`src/rtl/fuzzy_sweep_ctrl.sv`:
```
// -----------------------------------------------------------------------------
// fuzzy_sweep_ctrl
//
// On-chip surface-capture sequencer for the Fuzzy_1 type-2 inference core.
// Walks a 2-D grid of raw indices (i outer, j inner) in increments of STEP up
// to, but not including, END. For each point it drives the clamped indices onto
// Entrada_01/02 and waits SETTLE cycles. It then captures saida_defuzzy and
// offers the result downstream over a valid/ready handshake.
//
// Ports
//   clk_0          system clock, all state on the rising edge
//   Srst           asynchronous, active-high reset
//   start          begin a sweep (sampled only while idle)
//   abort          cancel the sweep in progress (wins over start)
//   busy           high from the cycle after start acceptance through DONE
//   done           one-cycle pulse after the final result is accepted
//   EN_REGRAS      rule enable to Fuzzy_1, mirrors busy
//   Entrada_01/02  clamped outer / inner axis values to Fuzzy_1
//   saida_defuzzy  defuzzified output from Fuzzy_1
//   res_valid      captured result available
//   res_ready      consumer accepts the result
//   res_data       captured saida_defuzzy
//   res_i/res_j    raw outer / inner index of the captured point
//   point_cnt      results accepted since the last start
// -----------------------------------------------------------------------------
module fuzzy_sweep_ctrl #(
  parameter int STEP     = 1,
  parameter int END      = 255,
  parameter int CLAMP_LO = 1,
  parameter int CLAMP_HI = 254,
  parameter int SETTLE   = 7
) (
  input  logic        clk_0,
  input  logic        Srst,
  input  logic        start,
  input  logic        abort,
  output logic        busy,
  output logic        done,
  output logic        EN_REGRAS,
  output logic [7:0]  Entrada_01,
  output logic [7:0]  Entrada_02,
  input  logic [7:0]  saida_defuzzy,
  output logic        res_valid,
  input  logic        res_ready,
  output logic [7:0]  res_data,
  output logic [8:0]  res_i,
  output logic [8:0]  res_j,
  output logic [16:0] point_cnt
);

  // The counter only has to hold SETTLE-1.
  localparam int CNT_W = (SETTLE > 1) ? $clog2(SETTLE) : 1;

  // The index arithmetic is one bit wider than the indices, so END=256 and
  // i+STEP compare correctly without wrapping.
  localparam logic [9:0] STEP_W = 10'(STEP);
  localparam logic [9:0] END_W  = 10'(END);
  localparam logic [8:0] LO_W   = 9'(CLAMP_LO);
  localparam logic [8:0] HI_W   = 9'(CLAMP_HI);

  typedef enum logic [2:0] {
    S_IDLE,
    S_APPLY,
    S_SETTLE,
    S_HOLD,
    S_DONE
  } state_t;

  state_t             r_state;
  logic [8:0]         r_i;
  logic [8:0]         r_j;
  logic [CNT_W-1:0]   r_cnt;
  logic               r_busy;
  logic               r_done;
  logic               r_en;
  logic [7:0]         r_e1;
  logic [7:0]         r_e2;
  logic               r_valid;
  logic [7:0]         r_data;
  logic [8:0]         r_res_i;
  logic [8:0]         r_res_j;
  logic [16:0]        r_point_cnt;

  logic [9:0]         w_i_next;
  logic [9:0]         w_j_next;

  assign w_i_next = {1'b0, r_i} + STEP_W;
  assign w_j_next = {1'b0, r_j} + STEP_W;

  // Saturate the raw index into the input range Fuzzy_1 is characterised for.
  function automatic logic [7:0] clamp8(input logic [8:0] raw);
    logic [8:0] v;
    v = raw;
    if (raw < LO_W)      v = LO_W;
    else if (raw > HI_W) v = HI_W;
    return v[7:0];
  endfunction

  // NOTE: state is updated with non-blocking assignments only. Every register
  // then samples the pre-edge values, so the statement order here does not
  // change the behaviour.
  always_ff @(posedge clk_0 or posedge Srst) begin
    if (Srst) begin
      r_state     <= S_IDLE;
      r_i         <= '0;
      r_j         <= '0;
      r_cnt       <= '0;
      r_busy      <= 1'b0;
      r_done      <= 1'b0;
      r_en        <= 1'b0;
      r_e1        <= 8'(CLAMP_LO);
      r_e2        <= 8'(CLAMP_LO);
      r_valid     <= 1'b0;
      r_data      <= '0;
      r_res_i     <= '0;
      r_res_j     <= '0;
      r_point_cnt <= '0;
    end else if (abort && (r_state != S_IDLE)) begin
      // Cancel without a done pulse. Progress counters keep their value.
      r_state <= S_IDLE;
      r_valid <= 1'b0;
      r_busy  <= 1'b0;
      r_en    <= 1'b0;
      r_done  <= 1'b0;
    end else begin
      case (r_state)
        S_IDLE: begin
          if (start && !abort) begin
            r_i         <= '0;
            r_j         <= '0;
            r_point_cnt <= '0;
            r_busy      <= 1'b1;
            r_en        <= 1'b1;
            r_state     <= S_APPLY;
          end
        end

        S_APPLY: begin
          r_e1    <= clamp8(r_i);
          r_e2    <= clamp8(r_j);
          r_cnt   <= CNT_W'(SETTLE - 1);
          r_state <= S_SETTLE;
        end

        // The capture lands exactly SETTLE edges after the Entrada update.
        S_SETTLE: begin
          if (r_cnt == '0) begin
            r_data  <= saida_defuzzy;
            r_res_i <= r_i;
            r_res_j <= r_j;
            r_valid <= 1'b1;
            r_state <= S_HOLD;
          end else begin
            r_cnt <= r_cnt - 1'b1;
          end
        end

        S_HOLD: begin
          if (res_ready) begin
            r_valid     <= 1'b0;
            r_point_cnt <= r_point_cnt + 1'b1;
            if (w_j_next < END_W) begin
              r_j     <= w_j_next[8:0];
              r_state <= S_APPLY;
            end else if (w_i_next < END_W) begin
              r_j     <= '0;
              r_i     <= w_i_next[8:0];
              r_state <= S_APPLY;
            end else begin
              r_done  <= 1'b1;
              r_state <= S_DONE;
            end
          end
        end

        S_DONE: begin
          r_done  <= 1'b0;
          r_busy  <= 1'b0;
          r_en    <= 1'b0;
          r_state <= S_IDLE;
        end

        default: r_state <= S_IDLE;
      endcase
    end
  end

  assign busy       = r_busy;
  assign done       = r_done;
  assign EN_REGRAS  = r_en;
  assign Entrada_01 = r_e1;
  assign Entrada_02 = r_e2;
  assign res_valid  = r_valid;
  assign res_data   = r_data;
  assign res_i      = r_res_i;
  assign res_j      = r_res_j;
  assign point_cnt  = r_point_cnt;

endmodule

```
`config.mk`:
```
export PLATFORM = sky130hd
export DESIGN_NAME = fuzzy_sweep_ctrl
export DESIGN_NICKNAME = d
export VERILOG_FILES = /design/src/rtl/fuzzy_sweep_ctrl.sv
export SDC_FILE = /design/constraint.sdc
export NUM_CORES = 1
export LEC_CHECK = 0
export BUFFER_PORTS_ARGS = -buffer_cell sky130_fd_sc_hd__buf_2
export CAP_MARGIN = 10
export CORE_UTILIZATION = 30
export CTS_CLUSTER_DIAMETER = 100
export CTS_CLUSTER_SIZE = 16
export DETAILED_ROUTE_END_ITERATION = 10
export PLACE_DENSITY = 0.47
export SYNTH_ARGS = -nofsm -noshare
export SYNTH_HDL_FRONTEND = slang
export SYNTH_SLANG_ARGS = --single-unit
```
`constraint.sdc`:
```
create_clock -name clk_0 -period 9.11 [get_ports clk_0]
set_clock_uncertainty 0.15 [all_clocks]
set_input_delay 1.822 -clock clk_0 [delete_from_list [all_inputs] [get_ports clk_0]]
set_output_delay 1.822 -clock clk_0 [all_outputs]
set_load 0.02 [all_outputs]
```
# After elaboration in Yosys (flattened, before gate mapping)
# Index checks and enable logic that the tools add are counted.
# W data, S select, Z words.
# word_totals
register_bits,86
input_bits,13
out_inout_bits,63
word_cells,97
# classes
addsub,4
magnitude_cmp,6
eq_ne,15
mux,37
bitwise_logic,1
reduce_logical,21
# ops
operator,count
$mux W9,7
$pmux W9 S2,2
$mux W17,2
$pmux W17 S2,1
$mux W8,4
$mux W3,7
$add A9 B1 Y10 const B,2
$lt A10 B8 Y1 const B,2
$gt A9 B8 Y1 const B,2
$lt A9 B1 Y1 const B,2
$ne A3 B3 Y1 const B,6
$add A17 B1 Y17 const B,1
$pmux W3 S4,1
$reduce_and A3 Y1,4
$reduce_bool A3 Y1,4
$ne A2 B2 Y1 const B,5
$mux W1,9
$reduce_and A4 Y1,2
$eq A3 B2 Y1 const B,2
$logic_not A3 Y1,2
$pmux W1 S2,3
$pmux W3 S2,1
$reduce_and A6 Y1,1
$reduce_and A5 Y1,1
8 further kinds,11

# Logic depth before layout (Yosys ltp)
# depth
depth_word,7
depth_mapped,9
depth_no_buf,7

# Worst setup path after synthesis
# No wires, ideal clock.
# synth_timing
path_kind,input to register
from,input port abort
to,"register r_point_cnt[16], in the netlist point_cnt[16]"
setup_time_ns,0.139
arrival_time_ns,3.247
required_time_ns,8.821
setup_slack_ns,5.573
cell_stages,7
n_path_buf,1
path_cell_list,nor2_1 clkbuf_1 o21ai_1 nor4_1 nand3_1 xor2_1 nor2_1
# synth_via
elab_chain_cells,4
elab_cells_between_ends,6
cone_classes,eq/ne (1); bitwise (1); reduce/logical (4)
# synth_lines
element,line,text
"start, declared",36,"input logic abort,"
$logic_not A1 Y1,128,if (start && !abort) begin
$logic_and A1 B1 Y1,128,
$ne A2 B2 Y1 (no line),n/a,
$reduce_and A4 Y1 (no line) (*),n/a,
"end signal, assigned",161,r_point_cnt <= r_point_cnt + 1'b1;
"end, declared",82,logic [16:0] r_point_cnt;
# Mark *: on every way between the ends. The rest lies on a longest branch, timed or not.
# A chain may end at the register's enable or synchronous reset.

# Worst setup path in the final report
# layout_timing
from,input port abort
to,"register r_data[0], in the netlist res_data[0]"
# layout_via
elab_chain_cells,3
# layout_lines
element,line,text
$logic_and A1 B1 Y1,118,end else if (abort && (r_state != S_IDLE)) begin
$not A1 Y1 (no line),n/a,
$reduce_and A3 Y1 (no line),n/a,
"end signal, assigned",148,r_data <= saida_defuzzy;
"end, declared",79,logic [7:0] r_data;
# No other way between the ends.

==> flow_summary_export.csv <==
group,metric,value,unit
setup_path,worstSetupEndpointType,"flop",
setup_path,worstSetupPathType,"primary input to flop",
place,dp.final_hpwl,7189,um
logic_synthesis,synth-async-reset-ratio,100.0,%
global_route,antenna_found_initial,0,
finish,fillers,1463,
cts,cts_buffers,9,
setup_path,r2r-start,"r_i[1]",
min_path,holdCritStartpoint,"Entrada_01[6]",
floorplan,die_area,0.01496,mm2
route,drc,0,
route,wirelength,10660,um
pwr,p_leak,2.497,nW
flow_run,max_cap_viol_count,0,
logic_synthesis,synthCells,455,
cts,cts_sinks,86,
logic_synthesis,yosysMostFrequentCell,"dfrtp_1",
setup_path,required,9.19,ns
min_path,worstHoldPathCells,2,
finish,area_delta_synth_final,18.85,%
logic_synthesis,ys_top_cells_by_area,"dfrtp_1, nand2_1, mux2_2",
floorplan,core_area,0.01399,mm2
floorplan,start_util,31.04,%
logic_synthesis,synthTopCellsByCount,"dfrtp_1, nand2_1, o21ai_0",
floorplan,floorplan.die.width,122.3,um
cts,clk_path_buf_depth,2,
route,viasPerCell,5.128,
min_path,min-delay-path-class,"flop to flop",
timing,hold_ws,0.3107,ns
cts,cts_tree,"done",
setup_path,worstPathMaxFanout,22,
cts,insertion_delay,0.35,ns
cts,cts_hold_buf,0,
timing,slew_viol_final,0,
finish,final_cells,698,
floorplan,rows,43,
cts,h-tree-depth,3,
setup_path,worst_r2r_path_depth,7,
finish,final_nets,533,
logic_synthesis,synth_flop_cell,"dfrtp_1",
setup_path,cp_data_arrival_time,3.80,ns
finish,fin_util,36.89,%
logic_synthesis,ys_warn_count,0,
route,drtIter0Drc,165,
route,vias,3579,
global_route,grt_pass1_vias,3459,
timing,rsz0062_at_grt,"no",
pwr,ir_worst_vdd,0.09018,mV
floorplan,die_y,122.3,um
place,place_worst_setup_slack,4.961,ns
place,dp_cells,681,
logic_synthesis,ys_seq_area_share,49.63,%
logic_synthesis,post-synth-top-area-fraction,48.41,%
cts,clk_pin_slew,0.06,ns
timing,worst_pin_slew,0.9430,ns
route,ant_nets,0,
cts,post_cts_buffers,0,
cts,root_buffer,"clkbuf_16",
timing,fmax,269.0,MHz
place,port_buffers,75,
timing,period_share,40.80,%
timing,tns,0,ns
logic_synthesis,yosysTopAreaCell,"dfrtp_1",
setup_path,cp-startpoint,"abort",
route,drt_first_pass_iters,4,
global_route,grt_max_degree,87,
global_route,grtUsageTotal,15.46,%
finish,diodes,0,
timing,fin_crit,3.717,ns
place,gp_congestion,0.8130,
logic_synthesis,yosysUniqueCellTypes,58,
finish,drive_gt1_share,24.13,%
setup_path,start_kind,"primary input",
cts,ctsResizeCount,0,
logic_synthesis,synth_area,0.004342,mm2
timing,hold_violations,0,
floorplan,pin_count,76,
timing,max_slew_margin,36.92,%
logic_synthesis,synth_area_per_cell,9.542,um2
logic_synthesis,synth-seq-cells,86,
timing,finalWorstSetupSlack,5.393,ns
global_route,grt_overflow,0,
outcome,status,"finished, final reports clean",
global_route,grt_pass1_wl,17680,um
route,routedWlPerCell,15.27,um
pwr,power_density,249.4,mW/mm2
logic_synthesis,synthesis.nets,475,
timing,setup_viol,0,
logic_synthesis,synth_edf_count,0,
## placed cells by master (no fill, tap or decap), types with 4 or more instances in the layout
master     count
buf_4          4
clkbuf_16      9
o22ai_1        6
o41ai_1        7
xor2_1         6
xnor2_1        6
nand2_1       69
nand4_1        9
ha_1           7
o21ai_0       40
mux2_2        19
nor3_1         9
nor4_1         8
or3_1          4
buf_2         75
nor2_1        31
nor2b_1        5
nand3_1       25
and3_1         4
nand4b_1       4
dfrtp_1       84
a21oi_1        8
inv_1         13
## path summary, 6_finish.rpt
path / slack, ns / endpoint
setup / recovery: 5.39 / res_data[0]
hold / removal: 0.31 / Entrada_01[6]
setup reg to reg: 5.96 / r_j[5]
hold reg to reg: 0.31 / Entrada_01[6]
max in group asynchronous: 6.77 / Entrada_02[0]
min in group asynchronous: 1.38 / res_data[7]
## kinds of logic (layout without fill, tap and decap cells)
| group | count (synthesis) | in the layout | share of synthesized area [%] |
|---|---|---|---|
| AO/OA/AOI/OAI | 97 | 97 | 15.07 |
| XOR/XNOR | 12 | 12 | 2.421 |
| adder cells (fa/ha/maj) | 7 | 7 | 2.017 |
| buffers and inverters | 48 | 111 | 4.611 |
| flip-flops | 86 | 86 | 49.63 |
| multiplexers | 22 | 22 | 5.620 |
| AND/OR/NAND/NOR | 183 | 183 | 20.63 |
## final cells by class
type / count / area (um2) / share of cell area [%]
Sequential cell: 86 / 2155 / 41.76
Multi-Input combinational cell: 321 / 1987 / 38.51
Timing Repair Buffer: 80 / 432.9 / 8.390
Clock buffer: 13 / 260.3 / 5.044
Tap cell: 180 / 225.2 / 4.365
Inverter: 15 / 57.56 / 1.115
Clock inverter: 3 / 42.54 / 0.8244
## report_power, final
part | internal (mW) | switching [mW] | total [mW]
combinational | 0.132 | 0.220 | 0.352
clock | 0.227 | 0.148 | 0.375
sequential | 0.470 | 0.0906 | 0.560
total | 0.829 | 0.458 | 1.29
## per-stage QoR
step                      total power, mW  area, um2
after global placement             0.9121       4830
after floorplan                    0.8040       4342
after detailed placement           0.9227       4830
after global routing                1.370       5160
after CTS                           1.305       5132
final                               1.287       5160
## critical path: stages
cell and delay [ns]:
buf_2 0.13, nor2_1 0.46, nand4b_1 0.62, buf_4 0.45, mux2_2 0.30
## state kept, by name, summed over array words and instances, names as in the netlist
name        flops
Entrada_02      8
r_cnt           3
res_i           9
EN_REGRAS       1
r_state         3
r_j             9
done            1
r_i             9
Entrada_01      8
res_data        8
res_j           9
point_cnt      17
res_valid       1
## routing by layer
layer / vias up / GRT usage [%] / wire (um)
li1: 1740 / - / -
met1: 1739 / 21.31 / 5151
met2: 86 / 22.89 / 4736
met3: 14 / 2.928 / 529
met4: 0 / 8.155 / 240
met5: - / 0 / 0
No activity file was read; power rests on OpenSTA's default activity.
